===== config.mk =====
export PLATFORM = sky130hd
export DESIGN_NAME = uart_fifo_bridge
export DESIGN_NICKNAME = d
export VERILOG_FILES = /design/src/rtl/uart_pkg.sv /design/src/rtl/uart_byte_fifo.sv /design/src/rtl/uart_fifo_bridge.sv
export SDC_FILE = /design/constraint.sdc
export NUM_CORES = 1
export LEC_CHECK = 0
export CAP_MARGIN = 20
export CORE_AREA = 2 2 173 175
export DETAILED_ROUTE_END_ITERATION = 16
export DIE_AREA = 0 0 175 177
export PLACE_DENSITY = 0.66
export SLEW_MARGIN = 20
export SYNTH_ARGS = -nofsm -noshare
export SYNTH_HDL_FRONTEND = slang
export SYNTH_SLANG_ARGS = --single-unit
export TNS_END_PERCENT = 30

===== constraint.sdc =====
create_clock -name clk_i -period 2.2 [get_ports clk_i]
set_input_delay 0.66 -clock clk_i [delete_from_list [all_inputs] [get_ports clk_i]]
set_output_delay 0.66 -clock clk_i [all_outputs]
set_load 0.005 [all_outputs]

===== src/rtl/uart_pkg.sv =====
// Shared constants for the UART bus-master bridge: simple_uart register map,
// status-register bit positions, bridge FSM encodings and the RX FIFO entry.
package uart_pkg;

    localparam int unsigned BYTE_W = 8;
    localparam int unsigned BUS_W  = 32;
    localparam int unsigned ADDR_W = 2;
    localparam int unsigned OVR_W  = 8;
    localparam int unsigned ST_W   = 3;

    // simple_uart register map
    localparam logic [ADDR_W-1:0] ADDR_ODR = 2'd0;
    localparam logic [ADDR_W-1:0] ADDR_IDR = 2'd1;
    localparam logic [ADDR_W-1:0] ADDR_BSR = 2'd2;
    localparam logic [ADDR_W-1:0] ADDR_SR  = 2'd3;

    // status register bits
    localparam int unsigned SR_TX_BUSY   = 0;
    localparam int unsigned SR_RX_RCVD   = 1;
    localparam int unsigned SR_FRAME_ERR = 2;

    // bridge FSM states
    typedef logic [ST_W-1:0] state_t;
    localparam state_t ST_INIT     = 3'd0;
    localparam state_t ST_IDLE     = 3'd1;
    localparam state_t ST_RD_SR    = 3'd2;
    localparam state_t ST_WAIT_SR  = 3'd3;
    localparam state_t ST_RD_IDR   = 3'd4;
    localparam state_t ST_WAIT_IDR = 3'd5;
    localparam state_t ST_CLR      = 3'd6;
    localparam state_t ST_WR_ODR   = 3'd7;

    // RX FIFO payload: received byte plus its frame-error flag
    typedef struct packed {
        logic              fe;
        logic [BYTE_W-1:0] data;
    } rx_entry_t;

endpackage


===== src/rtl/uart_byte_fifo.sv =====
// Synchronous first-word-fall-through FIFO.
// Ports: clk_i/rst_i (async active-high), push_i/data_i write side,
// pop_i read side, data_o head entry (zero when empty), full_o, empty_o.
// A push while full is accepted only if a pop happens in the same cycle.
module uart_byte_fifo #(
    parameter int unsigned WIDTH = 8,
    parameter int unsigned DEPTH = 16
) (
    input  logic             clk_i,
    input  logic             rst_i,
    input  logic             push_i,
    input  logic [WIDTH-1:0] data_i,
    input  logic             pop_i,
    output logic [WIDTH-1:0] data_o,
    output logic             full_o,
    output logic             empty_o
);

    localparam int unsigned AW = $clog2(DEPTH);
    localparam int unsigned PW = AW + 1;

    logic [PW-1:0]    wr_ptr_q, wr_ptr_d;
    logic [PW-1:0]    rd_ptr_q, rd_ptr_d;
    logic [WIDTH-1:0] mem_q [DEPTH];
    logic             do_push, do_pop;

    // extra pointer MSB separates full from empty
    always_comb begin
        empty_o  = (wr_ptr_q == rd_ptr_q);
        full_o   = (wr_ptr_q[AW] != rd_ptr_q[AW]) &&
                   (wr_ptr_q[AW-1:0] == rd_ptr_q[AW-1:0]);
        do_pop   = pop_i && !empty_o;
        do_push  = push_i && (!full_o || do_pop);
        wr_ptr_d = do_push ? wr_ptr_q + PW'(1) : wr_ptr_q;
        rd_ptr_d = do_pop  ? rd_ptr_q + PW'(1) : rd_ptr_q;
        data_o   = empty_o ? '0 : mem_q[rd_ptr_q[AW-1:0]];
    end

    always_ff @(posedge clk_i or posedge rst_i) begin
        if (rst_i) begin
            wr_ptr_q <= '0;
            rd_ptr_q <= '0;
        end else begin
            wr_ptr_q <= wr_ptr_d;
            rd_ptr_q <= rd_ptr_d;
        end
    end

    // storage needs no reset; the output is masked while empty
    always_ff @(posedge clk_i) begin
        if (do_push) begin
            mem_q[wr_ptr_q[AW-1:0]] <= data_i;
        end
    end

endmodule


===== src/rtl/uart_fifo_bridge.sv =====
// Bus master in front of simple_uart: programs the baud register once, then
// polls status, drains received bytes into an RX FIFO and feeds TX FIFO bytes
// to the UART when its transmitter is idle.
// Ports: clk_i/rst_i (async active-high); tx_* CPU push side; rx_* CPU pop
// side with frame-error flag and saturating overrun count; u_* UART register
// port (u_data_i is the UART's registered read data, valid one cycle later).
module uart_fifo_bridge
    import uart_pkg::*;
#(
    parameter int unsigned DEPTH    = 16,
    parameter logic [31:0] BSR_INIT = 32'd2
) (
    input  logic              clk_i,
    input  logic              rst_i,
    input  logic [BYTE_W-1:0] tx_data_i,
    input  logic              tx_valid_i,
    output logic              tx_ready_o,
    output logic [BYTE_W-1:0] rx_data_o,
    output logic              rx_fe_o,
    output logic              rx_valid_o,
    input  logic              rx_ready_i,
    output logic [OVR_W-1:0]  rx_overrun_o,
    output logic              u_sel_o,
    output logic              u_we_o,
    output logic [ADDR_W-1:0] u_addr_o,
    output logic [BUS_W-1:0]  u_data_o,
    input  logic [BUS_W-1:0]  u_data_i
);

    state_t              state_q, state_d;
    logic                sel_q, sel_d, we_q, we_d;
    logic [ADDR_W-1:0]   addr_q, addr_d;
    logic [BUS_W-1:0]    wdata_q, wdata_d;
    logic                fe_q, fe_d;
    logic [OVR_W-1:0]    ovr_q, ovr_d;

    logic                tx_push, tx_pop, tx_full, tx_empty, tx_avail;
    logic [BYTE_W-1:0]   tx_head, tx_next_byte;
    logic                rx_push, rx_pop, rx_full, rx_empty;
    rx_entry_t           rx_in, rx_head;
    logic                unused_hi;

    assign unused_hi = ^u_data_i[BUS_W-1:BYTE_W];

    // FIFO handshakes; the bridge pops TX in WR_ODR and pushes RX in WAIT_IDR
    always_comb begin
        tx_push      = tx_valid_i && !tx_full;
        tx_pop       = (state_q == ST_WR_ODR);
        // a byte being pushed into an empty FIFO is already eligible
        tx_avail     = !tx_empty || tx_push;
        tx_next_byte = tx_empty ? tx_data_i : tx_head;
        rx_push      = (state_q == ST_WAIT_IDR);
        rx_pop       = rx_ready_i && !rx_empty;
        rx_in.fe     = fe_q;
        rx_in.data   = u_data_i[BYTE_W-1:0];
    end

    uart_byte_fifo #(.WIDTH(BYTE_W), .DEPTH(DEPTH)) u_tx_fifo (
        .clk_i   (clk_i),
        .rst_i   (rst_i),
        .push_i  (tx_push),
        .data_i  (tx_data_i),
        .pop_i   (tx_pop),
        .data_o  (tx_head),
        .full_o  (tx_full),
        .empty_o (tx_empty)
    );

    uart_byte_fifo #(.WIDTH($bits(rx_entry_t)), .DEPTH(DEPTH)) u_rx_fifo (
        .clk_i   (clk_i),
        .rst_i   (rst_i),
        .push_i  (rx_push),
        .data_i  (rx_in),
        .pop_i   (rx_pop),
        .data_o  (rx_head),
        .full_o  (rx_full),
        .empty_o (rx_empty)
    );

    // Next state plus the bus access of the destination state, so the
    // registered bus lines up with the state that owns the access. The baud
    // write cannot be shown during reset, so it lands in the cycle after INIT.
    always_comb begin
        state_d = state_q;
        sel_d   = 1'b0;
        we_d    = 1'b0;
        addr_d  = ADDR_ODR;
        wdata_d = '0;
        fe_d    = fe_q;
        ovr_d   = ovr_q;
        case (state_q)
            ST_INIT: begin
                state_d = ST_IDLE;
                sel_d   = 1'b1;
                we_d    = 1'b1;
                addr_d  = ADDR_BSR;
                wdata_d = BSR_INIT;
            end
            ST_IDLE: begin
                state_d = ST_RD_SR;
                sel_d   = 1'b1;
                addr_d  = ADDR_SR;
            end
            ST_RD_SR: state_d = ST_WAIT_SR;
            ST_WAIT_SR: begin
                fe_d = u_data_i[SR_FRAME_ERR];
                if (u_data_i[SR_RX_RCVD]) begin
                    state_d = ST_RD_IDR;
                    sel_d   = 1'b1;
                    addr_d  = ADDR_IDR;
                end else if (!u_data_i[SR_TX_BUSY] && tx_avail) begin
                    state_d = ST_WR_ODR;
                    sel_d   = 1'b1;
                    we_d    = 1'b1;
                    addr_d  = ADDR_ODR;
                    wdata_d = {(BUS_W-BYTE_W)'(0), tx_next_byte};
                end else begin
                    state_d = ST_IDLE;
                end
            end
            ST_RD_IDR: state_d = ST_WAIT_IDR;
            ST_WAIT_IDR: begin
                state_d = ST_CLR;
                sel_d   = 1'b1;
                we_d    = 1'b1;
                addr_d  = ADDR_SR;
                // byte dropped when full and the CPU is not freeing a slot
                if (rx_full && !rx_pop && (ovr_q != '1)) begin
                    ovr_d = ovr_q + OVR_W'(1);
                end
            end
            ST_CLR:    state_d = ST_IDLE;
            ST_WR_ODR: state_d = ST_IDLE;
            default:   state_d = ST_INIT;
        endcase
    end

    always_ff @(posedge clk_i or posedge rst_i) begin
        if (rst_i) begin
            state_q <= ST_INIT;
            sel_q   <= 1'b0;
            we_q    <= 1'b0;
            addr_q  <= '0;
            wdata_q <= '0;
            fe_q    <= 1'b0;
            ovr_q   <= '0;
        end else begin
            state_q <= state_d;
            sel_q   <= sel_d;
            we_q    <= we_d;
            addr_q  <= addr_d;
            wdata_q <= wdata_d;
            fe_q    <= fe_d;
            ovr_q   <= ovr_d;
        end
    end

    always_comb begin
        u_sel_o      = sel_q;
        u_we_o       = we_q;
        u_addr_o     = addr_q;
        u_data_o     = wdata_q;
        tx_ready_o   = !tx_full;
        rx_valid_o   = !rx_empty;
        rx_data_o    = rx_head.data;
        rx_fe_o      = rx_head.fe;
        rx_overrun_o = ovr_q;
    end

endmodule


==> results.cfg, run 1 <==
[pwr]
p_leak_nw = 5.82
vdd.ir_drop.worst_v = 0.000795
powerDensity_mw_per_mm2 = 1230

[route]
detail-route-antenna-nets = 0
via_per_inst = 5.34
dr.pass1.iters = 5
drc = 0
routed_wl_um = 28000
wl_per_cell_um = 21.9
drt_iter0_drc = 592
num_vias = 6842

[critical_path]
crit_fanout = 7
cp_num_buf_inv = 4
endpoint_kind = output port
cp.required_ns = 1.54
crit_chain = buf_12 -> buf_12 -> buf_12 -> mux4_2 -> mux2i_4 -> a211oi_2 -> buf_2
max_stage_delay_ns = 0.55
start_kind = flop
arrival_ns = 2.35
path_class = reg2out
crit_top_cell = buf_12
slowest_stage = mux4_2
crit_family = multiplexers

[finish]
antennaDiodeCount = 0
areaGrowthSynthToFinish_pct = 26.0
drive_gt1_share_pct = 36.2
layout.nets = 925
multi_input_area_sq_mm = 0.00376
fillCellCount = 2196
regArea_sq_mm = 0.00927

[clock_tree]
insertion_delay_ns = 0.55
clkTransAtPathRegs_ns = 0.06
h-tree-depth = 1
clock-sinks = 316
numCtsBuffers = 31
cts_tree = built
cts_buffer_depth = 3
cts_root_buffer = clkbuf_16

[logic_synthesis]
synth_edf_count = 272
postSynthCellCount = 695
ys.flop_type = edfxtp_1
ys_ff_latch = 316
seq_area_frac_synth_pct = 71.6
yosys_warnings = 0
postSynth.asyncResetShare_pct = 13.9
avgSynthCellArea_sq_um = 18.6
ys_types = 49
syn_area_sq_mm = 0.0130

[timing]
worst_slew_pin_slew_ns = 0.670
hold_viol = 0
fin_crit_ns = 3.01
final-setup-viol-count = 66
fin_ws_ns = -0.813
fin_tns_setup_ns = -8.51
fmax_ghz = 0.332
fin_skew_ns = 0.0141
rsz0062_at_grt = yes
slew_headroom_pct = 55.2
fin_crit_sh_pct = 137
slew_violations = 0

[floorplan]
die_height_um = 177
io_pins = 99
dieArea_sq_mm = 0.0310
rows = 63
initial_core_util_pct = 44.3
die_w_um = 175
core-area_sq_mm = 0.0292

[global_routing]
overflow = 0
grt_pass1_wl_um = 42100
grt_max_degree = 38
first_global_vias = 7273
antenna_found_initial = 0
grt_usage_pct = 18.0

[placed_design]
globalplace.congestion = 0.782
io_buffers = 50
dpl.hpwl_um = 17900
place_ws_ns = -0.706

[run]
cap_viol_max_count = 0

[status]
violations = negative setup slack
status = finished, violations left

[min_path]
worstHoldPathType = in2async
[synth_stat cells (8+ instances only)]
cell type,count,area share (%)
nor2b_1,19,0.92
a21oi_1,10,0.39
ha_1,11,1.1
xor2_1,13,0.88
dfrtp_1,44,8.5
edfxtp_1,272,63
mux4_1,8,1.6
clkbuf_1,14,0.41
a211oi_1,26,1.5
nand2_1,21,0.61
buf_4,27,1.6
inv_1,11,0.32
nor2_1,17,0.49
mux4_2,58,10
xnor2_1,21,1.4
and3_1,20,0.97
buf_2,12,0.46
mux2i_1,17,1.3
[logic make-up after synthesis]
| logic type | after synthesis | share of synthesized area, % |
|---|---|---|
| xor gates and xnor gates | 34 | 2.30 |
| DFF | 316 | 71.6 |
| and+or+nand+nor | 114 | 5.06 |
| buffers and inverters | 71 | 3.14 |
| AOI/OAI and AO/OA | 59 | 3.30 |
| adders and majority gates | 11 | 1.06 |
| muxes | 89 | 13.5 |
| other | 1 | 0.0290 |
[timing repair]
| item | 4_1_cts | 5_1_grt |
|---|---|---|
| endpoints found under the setup margin | 31 | 283 |
| cloned | 2 | 2 |
| gates resized for setup | 103 | 64 |
| pin swaps | 15 | 18 |
| setup buffers | 15 | 9 |
| hold buffers | 0 | 0 |
[registers in the layout (all words and copies together) (netlist names)]
signal              count
u_tx_fifo.mem_q       128
u_tx_fifo.rd_ptr_q      5
u_addr_o                2
u_rx_fifo.rd_ptr_q      5
fe_q                    1
u_sel_o                 1
u_rx_fifo.mem_q       144
rx_overrun_o            8
u_data_o                8
u_we_o                  1
state_q                 3
u_tx_fifo.wr_ptr_q      5
u_rx_fifo.wr_ptr_q      5
[where the power goes]
part           switching [W]  internal [W]
clock                0.00216       0.00304
sequential          0.000379       0.00715
combinational        0.00354       0.00383
[area by class of cell]
type	instances	area share, %
clock buffer	35	4.84
clock inverter	20	1.29
inverter	11	0.253
multi-input combinational	331	23.0
sequential	316	56.8
tap	390	2.99
timing repair buffer	179	10.8
[final timing paths]
path	from	endpoint	slack, ns	cells past startpoint
setup / recovery	u_rx_fifo.rd_ptr_q[0]	rx_data_o[7]	-0.81	7
setup reg to reg	u_rx_fifo.rd_ptr_q[0]	u_rx_fifo.mem_q[3][4]	-0.06	10
hold / removal	rst_i	u_addr_o[1]	0.38	2
min in group clk_i	rx_overrun_o[2]	rx_overrun_o[2]	0.53	1
max in group asynchronous	rst_i	u_rx_fifo.rd_ptr_q[0]	1.32	3
hold reg to reg	rx_overrun_o[2]	rx_overrun_o[2]	0.53	1
[per-layer routing]
| metal | wire length (um) | track usage, % | vias up | share of wire, % |
|---|---|---|---|---|
| li1 | - | - | 3053 | - |
| met1 | 10900 | 22.4 | 3523 | 39 |
| met2 | 15000 | 32.5 | 209 | 53 |
| met3 | 1270 | 2.47 | 57 | 4.5 |
| met4 | 846 | 6.04 | 0 | 3.0 |
| met5 | 0 | 0 | - | 0 |
[layout by cell type (no fill, tap or decap), types with 4 or more instances in the layout]
master	n
a211oi_1	4
a211oi_2	18
a211oi_4	4
a21oi_1	9
a22o_1	7
and3_1	6
and3_4	14
buf_12	17
buf_2	10
buf_4	84
buf_6	24
bufinv_16	4
clkbuf_1	4
clkbuf_16	32
clkdlybuf4s50_1	36
clkinv_1	6
clkinv_2	5
clkinv_4	4
conb_1	24
dfrtp_1	40
dfrtp_2	4
edfxtp_1	272
ha_1	11
inv_1	10
mux2_2	6
mux2i_1	9
mux2i_2	4
mux2i_4	4
mux4_1	6
mux4_2	60
nand2_1	19
nand2b_1	6
nand4_1	7
nor2_1	17
nor2b_1	13
nor2b_4	6
nor3_1	5
xnor2_1	20
xor2_1	9
xor2_2	4
[stage by stage]
step / area (sq um) / instances / utilization [%] / hold slack, ns / power, W
final: 16300 / 1282 / 55.8 / 0.381 / 0.0201
after global routing: 16300 / 1282 / 55.8 / 0.401 / 0.0210
after CTS: 16000 / 1275 / 54.9 / 0.370 / 0.0198
after detailed placement: 14600 / 1203 / 50.0 / 0.519 / 0.0139
after global placement: 14600 / 1203 / 50.0 / 0.489 / 0.0136
after floorplan: 13100 / 718 / - / 0.462 / 0.0114
(Power assumes the default switching activity.)
==> run 2: changes to the inputs <==
--- a/config.mk
+++ b/config.mk
@@ -5,10 +5,12 @@
 export SDC_FILE = /design/constraint.sdc
 export NUM_CORES = 1
 export LEC_CHECK = 0
+export ABC_AREA = 1
+export ABC_CLOCK_PERIOD_IN_PS = 2200
 export CAP_MARGIN = 20
-export CORE_AREA = 2 2 173 175
+export CORE_AREA = 2 2 177 179
 export DETAILED_ROUTE_END_ITERATION = 16
-export DIE_AREA = 0 0 175 177
+export DIE_AREA = 0 0 179 181
 export PLACE_DENSITY = 0.66
 export SLEW_MARGIN = 20
 export SYNTH_ARGS = -nofsm -noshare
==> run 2 against run 1 <==
The run still ends with negative setup slack left; fmax grew 5.1%; combinational power grew 18%; register-to-register slack gained 0.11 ns; final cell count grew 41%; total power grew 9.3%; setup slack gained 0.15 ns; critical path depth grew 3; die area grew 4.6%; clock power grew 13%.
==> results.cfg, run 2 <==
[logic_synthesis]
yosys_warnings = 0
synthTopCellsByCount = nand2_1, edfxtp_1, nor2_1, nand3_1, o21ai_0
ys.flop_type = edfxtp_1
synth_most_common_cell = nand2_1
postSynth.asyncResetShare_pct = 13.9
synth_edf_count = 272
ys_types = 36
syn_area_sq_mm = 0.0135
synth_area_leader_cell = edfxtp_1
avgSynthCellArea_sq_um = 11.2
ys_ff_latch = 316
seq_area_frac_synth_pct = 68.5
synthTopCellsByArea = edfxtp_1, dfrtp_1, nand2_1
postSynthCellCount = 1203
synth_top_area_share_pct = 60.4

[finish]
largest_reg_flops = 144
drive_gt1_share_pct = 21.9
layout.nets = 1441
antennaDiodeCount = 0
final_cell_mix = nand2_1, edfxtp_1, nor2_1
areaGrowthSynthToFinish_pct = 26.0
stdcell_count = 1809
final_common_cell = nand2_1

[route]
routed_wl_um = 32400
detail-route-antenna-nets = 0
drc = 0
num_vias = 9426
via_per_inst = 5.21
wl_per_cell_um = 17.9
dr.pass1.iters = 5
drt_iter0_drc = 883

[timing]
fin_ws_ns = -0.668
slew_violations = 0
worst_slew_pin_slew_ns = 0.749
final-setup-viol-count = 10
fin_skew_ns = 0.0289
fmax_ghz = 0.349
slew_headroom_pct = 50.0
rsz0062_at_grt = yes
hold_viol = 0
fin_tns_setup_ns = -5.99
fin_crit_sh_pct = 130
fin_crit_ns = 2.87

[clock_tree]
clkTransAtPathRegs_ns = 0.06
cts_buffer_depth = 3
clock-sinks = 316
h-tree-depth = 2
insertion_delay_ns = 0.52
cts_hold_buf = 0
numCtsBuffers = 35
cts_tree = built
cts_root_buffer = clkbuf_16

[critical_path]
max_stage_delay_ns = 0.47
crit_fanout = 5
slowest_stage = dfrtp_2
cp.required_ns = 1.54
timing.rr.end = u_rx_fifo.mem_q[8][3]
rr_startpoint = u_rx_fifo.rd_ptr_q[0]
r2r_slack_ns = 0.05
start_kind = flop
r2r_cells = 12
crit_chain = clkinv_4 -> buf_6 -> buf_12 -> buf_6 -> buf_6 -> nor2_2 -> o211ai_1 -> nand3_2 -> a21oi_2 -> buf_2
crit_top_cell = buf_6
crit_family = buffers and inverters
path_class = reg2out
arrival_ns = 2.21
crit_path_start = u_rx_fifo.rd_ptr_q[0]
endpoint_kind = output port
cp_num_buf_inv = 6

[global_routing]
grt_max_degree = 67
grt_pass1_wl_um = 49600
antenna_found_initial = 0
overflow = 0
grt_usage_pct = 19.9
first_global_vias = 9081

[pwr]
pwr-share-clk_pct = 26.7
vdd.ir_drop.worst_v = 0.000729
combPwrFrac_pct = 39.4
p_sw_w = 0.00756
seqPwrFrac_pct = 33.9
p_total_w = 0.0220
powerDensity_mw_per_mm2 = 1290
p_leak_nw = 6.55
p_int_w = 0.0144
sw_frac_of_total_pct = 34.4

[floorplan]
die_height_um = 181
dieArea_sq_mm = 0.0324
rows = 64
core-area_sq_mm = 0.0303
io_pins = 99
die_w_um = 179
initial_core_util_pct = 44.6

[placed_design]
globalplace.congestion = 0.837
io_buffers = 50
dp_cells = 1706
dpl.hpwl_um = 19100

[run]
cap_viol_max_count = 0

[status]
violations = negative setup slack
status = finished, violations left

[min_path]
worstHoldPathType = in2async
-- run 2: how the worst max path moves through the flow --
stage / depth (start not counted) / endpoint
finish: 10 / rx_data_o[7]
global route: 10 / rx_data_o[7]
CTS: 11 / rx_fe_o
detailed placement: 10 / rx_data_o[0]
global placement: 10 / rx_fe_o
floorplan: 9 / u_rx_fifo.mem_q[10][0]
-- run 2: routing by layer --
layer | up-vias | global-route usage, % | share of wire, %
met5 | - | 0 | 0
met4 | 0 | 5.82 | 2.5
met3 | 61 | 3.05 | 6.5
met2 | 367 | 34.2 | 50
met1 | 4537 | 26.0 | 41
li1 | 4461 | - | -
-- run 2: worst min-delay path: stages --
cell             delay [ns]
clkdlybuf4s50_1        0.41
inv_2                  0.07
buf_12                 0.25
-- run 2: area by class of cell --
type	count	area [sq um]
Tap cell	396	495
Multi-Input combinational cell	768	3860
Sequential cell	316	9280
Timing Repair Buffer	201	1990
Clock inverter	18	196
Clock buffer	46	978
Fill cell	2472	13300
Inverter	64	251
-- run 2: through the flow --
step | area, sq um | utilization [%] | hold WS (ns) | worst slack, ns
3_5_place_dp | 15100 | 49.9 | 0.485 | -0.462
5_1_grt | 17100 | 56.2 | 0.526 | -0.753
2_1_floorplan | 13600 | - | 0.462 | -0.0163
4_1_cts | 16800 | 55.2 | 0.495 | -0.635
6_report | 17100 | 56.2 | 0.493 | -0.668
3_3_place_gp | 15100 | 49.9 | 0.474 | -0.443
-- run 2: cells by family after synthesis --
group | synth area share (%)
simple gates | 17.9
compound gates | 5.84
flops | 68.5
other cells | 0.0277
buf+inv | 4.99
fa+ha+maj | 1.02
xor+xnor | 1.67
-- run 2: timing repair --
item                       4_1_cts  5_1_grt
setup endpoints to repair       12       61
cloned                           7        2
resized for setup               90       66
pin swaps                       45       42
setup buffers                   18       13
-- run 2: power by group through the flow --
stage / Sequential (W) / Clock, W / Combinational (W)
after CTS: 0.00745 / 0.00596 / 0.00811
after global routing: 0.00748 / 0.00624 / 0.00948
after global placement: 0.00754 / 0 / 0.00695
after floorplan: 0.00747 / 0 / 0.00418
after detailed placement: 0.00755 / 0 / 0.00709
final: 0.00744 / 0.00586 / 0.00866
==> run 3: changes to the inputs <==
--- a/config.mk
+++ b/config.mk
@@ -8,10 +8,12 @@
 export ABC_AREA = 1
 export ABC_CLOCK_PERIOD_IN_PS = 2200
 export CAP_MARGIN = 20
-export CORE_AREA = 2 2 177 179
+export CELL_PAD_IN_SITES_DETAIL_PLACEMENT = 0
+export CELL_PAD_IN_SITES_GLOBAL_PLACEMENT = 1
+export CORE_AREA = 2 2 181 183
 export DETAILED_ROUTE_END_ITERATION = 16
-export DIE_AREA = 0 0 179 181
-export PLACE_DENSITY = 0.66
+export DIE_AREA = 0 0 183 185
+export PLACE_DENSITY_LB_ADDON = 0.1
 export SLEW_MARGIN = 20
 export SYNTH_ARGS = -nofsm -noshare
 export SYNTH_HDL_FRONTEND = slang
==> run 3 against run 2 <==
Flip-flop and latch count unchanged; wire length up 8.2%; global-route usage up 0.77 points; non-clock buffer count down 2; clock-buffer cell count up 2; fmax up 2.7%; register-to-register slack better by 0.02 ns; sequential power about the same; combinational power down 5.5%; utilization down 3.2 points; critical path depth down 1; the run still ends with negative setup slack left; first-iteration DRC count down 9.7%.
==> results.cfg, run 3 (synthesis results as in run 2) <==
[route]
via_per_inst = 5.10
dr.pass1.iters = 5
drt_iter0_drc = 797
routed_wl_um = 35100
drc = 0
detail-route-antenna-nets = 0
num_vias = 9285
wl_per_cell_um = 19.3

[timing]
fin_crit_ns = 2.79
fin_skew_ns = 0.0207
fin_crit_sh_pct = 127
fin_ws_ns = -0.592
hold_viol = 0
slew_violations = 0
fmax_ghz = 0.358
holdWs_ns = 0.389
rsz0062_at_grt = yes
slew_headroom_pct = 63.8
worst_slew_pin_slew_ns = 0.540
fin_tns_setup_ns = -5.43
final-setup-viol-count = 10

[pwr]
pwr-share-clk_pct = 27.5
p_sw_w = 0.00744
p_int_w = 0.0141
vdd.ir_drop.worst_v = 0.000527
combPwrFrac_pct = 38.0
powerDensity_mw_per_mm2 = 1270
seqPwrFrac_pct = 34.5
p_leak_nw = 6.54
p_total_w = 0.0215
sw_frac_of_total_pct = 34.5

[critical_path]
endpoint_kind = output port
start_kind = flop
r2r_cells = 12
cp.required_ns = 1.54
path_class = reg2out
arrival_ns = 2.13
max_stage_delay_ns = 0.45
slowest_stage = dfrtp_2
crit_fanout = 5
crit_chain = inv_4 -> buf_12 -> buf_8 -> buf_6 -> nor2_2 -> o211ai_1 -> nand3_1 -> a21oi_1 -> buf_2

[finish]
drive_gt1_share_pct = 20.4
antennaDiodeCount = 0
stdcell_count = 1820
final_common_cell = nand2_1
layout.nets = 1442
areaGrowthSynthToFinish_pct = 25.5
final_cell_mix = nand2_1, edfxtp_1, nor2_1
largest_reg_flops = 144

[status]
status = finished, violations left
violations = negative setup slack

[clock_tree]
cts_buffer_depth = 3
clock-sinks = 316
h-tree-depth = 2
cts_root_buffer = clkbuf_16
numCtsBuffers = 36
cts_tree = built
clkTransAtPathRegs_ns = 0.06
insertion_delay_ns = 0.51

[floorplan]
rows = 66
die_w_um = 183
die_height_um = 185
initial_core_util_pct = 42.2
dieArea_sq_mm = 0.0339
core-area_sq_mm = 0.0320
io_pins = 99

[placed_design]
globalplace.congestion = 0.808
io_buffers = 50
dp_cells = 1730
dpl.hpwl_um = 22000

[global_routing]
grt_max_degree = 67
grt_pass1_wl_um = 52400
grt_usage_pct = 20.7
first_global_vias = 8800
antenna_found_initial = 0
overflow = 0

[run]
cap_viol_max_count = 0

[min_path]
worstHoldPathType = in2async
[run 3: cell count changes in the layout (fill, tap and decap cells not counted), moves of 6 or more]
cell / before / now
nor3_1: 6 / 12
o21ai_0: 50 / 68
o21ai_1: 24 / 11
nor2_2: 10 / 4
nor3_2: 12 / 1
[run 3: worst max-delay path: cells and delay by family, from the launching register on]
kind,cells,cell delay [ns]
buf+inv,5,0.57
compound gates,2,0.43
simple gates,2,0.15
flops,1,0.45
[run 3: cell type report]
type,instances,area (sq um)
clock inverter,15,174
inverter,64,255
sequential,316,9280
tap,408,510
timing repair buffer,199,1880
multi-input combinational,770,3880
fill,2813,15100
clock buffer,48,997
[run 3: metrics by stage]
stage / utilization [%] / setup slack [ns] / cell area [sq um]
floorplan: - / -0.0163 / 13600
global placement: 47.5 / -0.430 / 15200
detailed placement: 47.5 / -0.440 / 15200
CTS: 52.0 / -0.587 / 16700
global route: 53.0 / -0.710 / 17000
finish: 53.0 / -0.592 / 17000
[run 3: what timing repair did]
action                     in CTS  in global routing
setup endpoints to repair      12                161
pin swaps                      31                 20
buffers inserted               14                  7
resized for setup              79                 60
cloned                          2                  8
hold buffers                    0                  0
[run 3: power by group through the flow]
| stage | Sequential [W] | Clock, W | Combinational, W |
|---|---|---|---|
| finish | 0.00742 | 0.00593 | 0.00818 |
| global route | 0.00748 | 0.00633 | 0.00911 |
| CTS | 0.00742 | 0.00607 | 0.00789 |
| detailed placement | 0.00755 | 0 | 0.00731 |
| global placement | 0.00755 | 0 | 0.00727 |
| floorplan | 0.00747 | 0 | 0.00418 |
[run 3: worst paths after layout]
kind,startpoint,slack [ns],endpoint
setup / recovery,u_rx_fifo.rd_ptr_q[0],-0.59,rx_data_o[7]
hold / removal,rst_i,0.39,rx_overrun_o[7]
min in group clk_i,u_tx_fifo.wr_ptr_q[4],0.52,u_tx_fifo.wr_ptr_q[4]
max in group asynchronous,rst_i,1.29,u_tx_fifo.wr_ptr_q[3]
setup reg to reg,u_rx_fifo.rd_ptr_q[0],0.07,u_rx_fifo.mem_q[12][4]
hold reg to reg,u_tx_fifo.wr_ptr_q[4],0.52,u_tx_fifo.wr_ptr_q[4]
[run 3: layer usage]
layer	vias up	track usage, %	share of wire, %
met2	264	30.8	44
li1	4480	-	-
met3	36	3.32	5.3
met5	-	0	0
met1	4505	31.7	49
met4	0	4.74	1.5
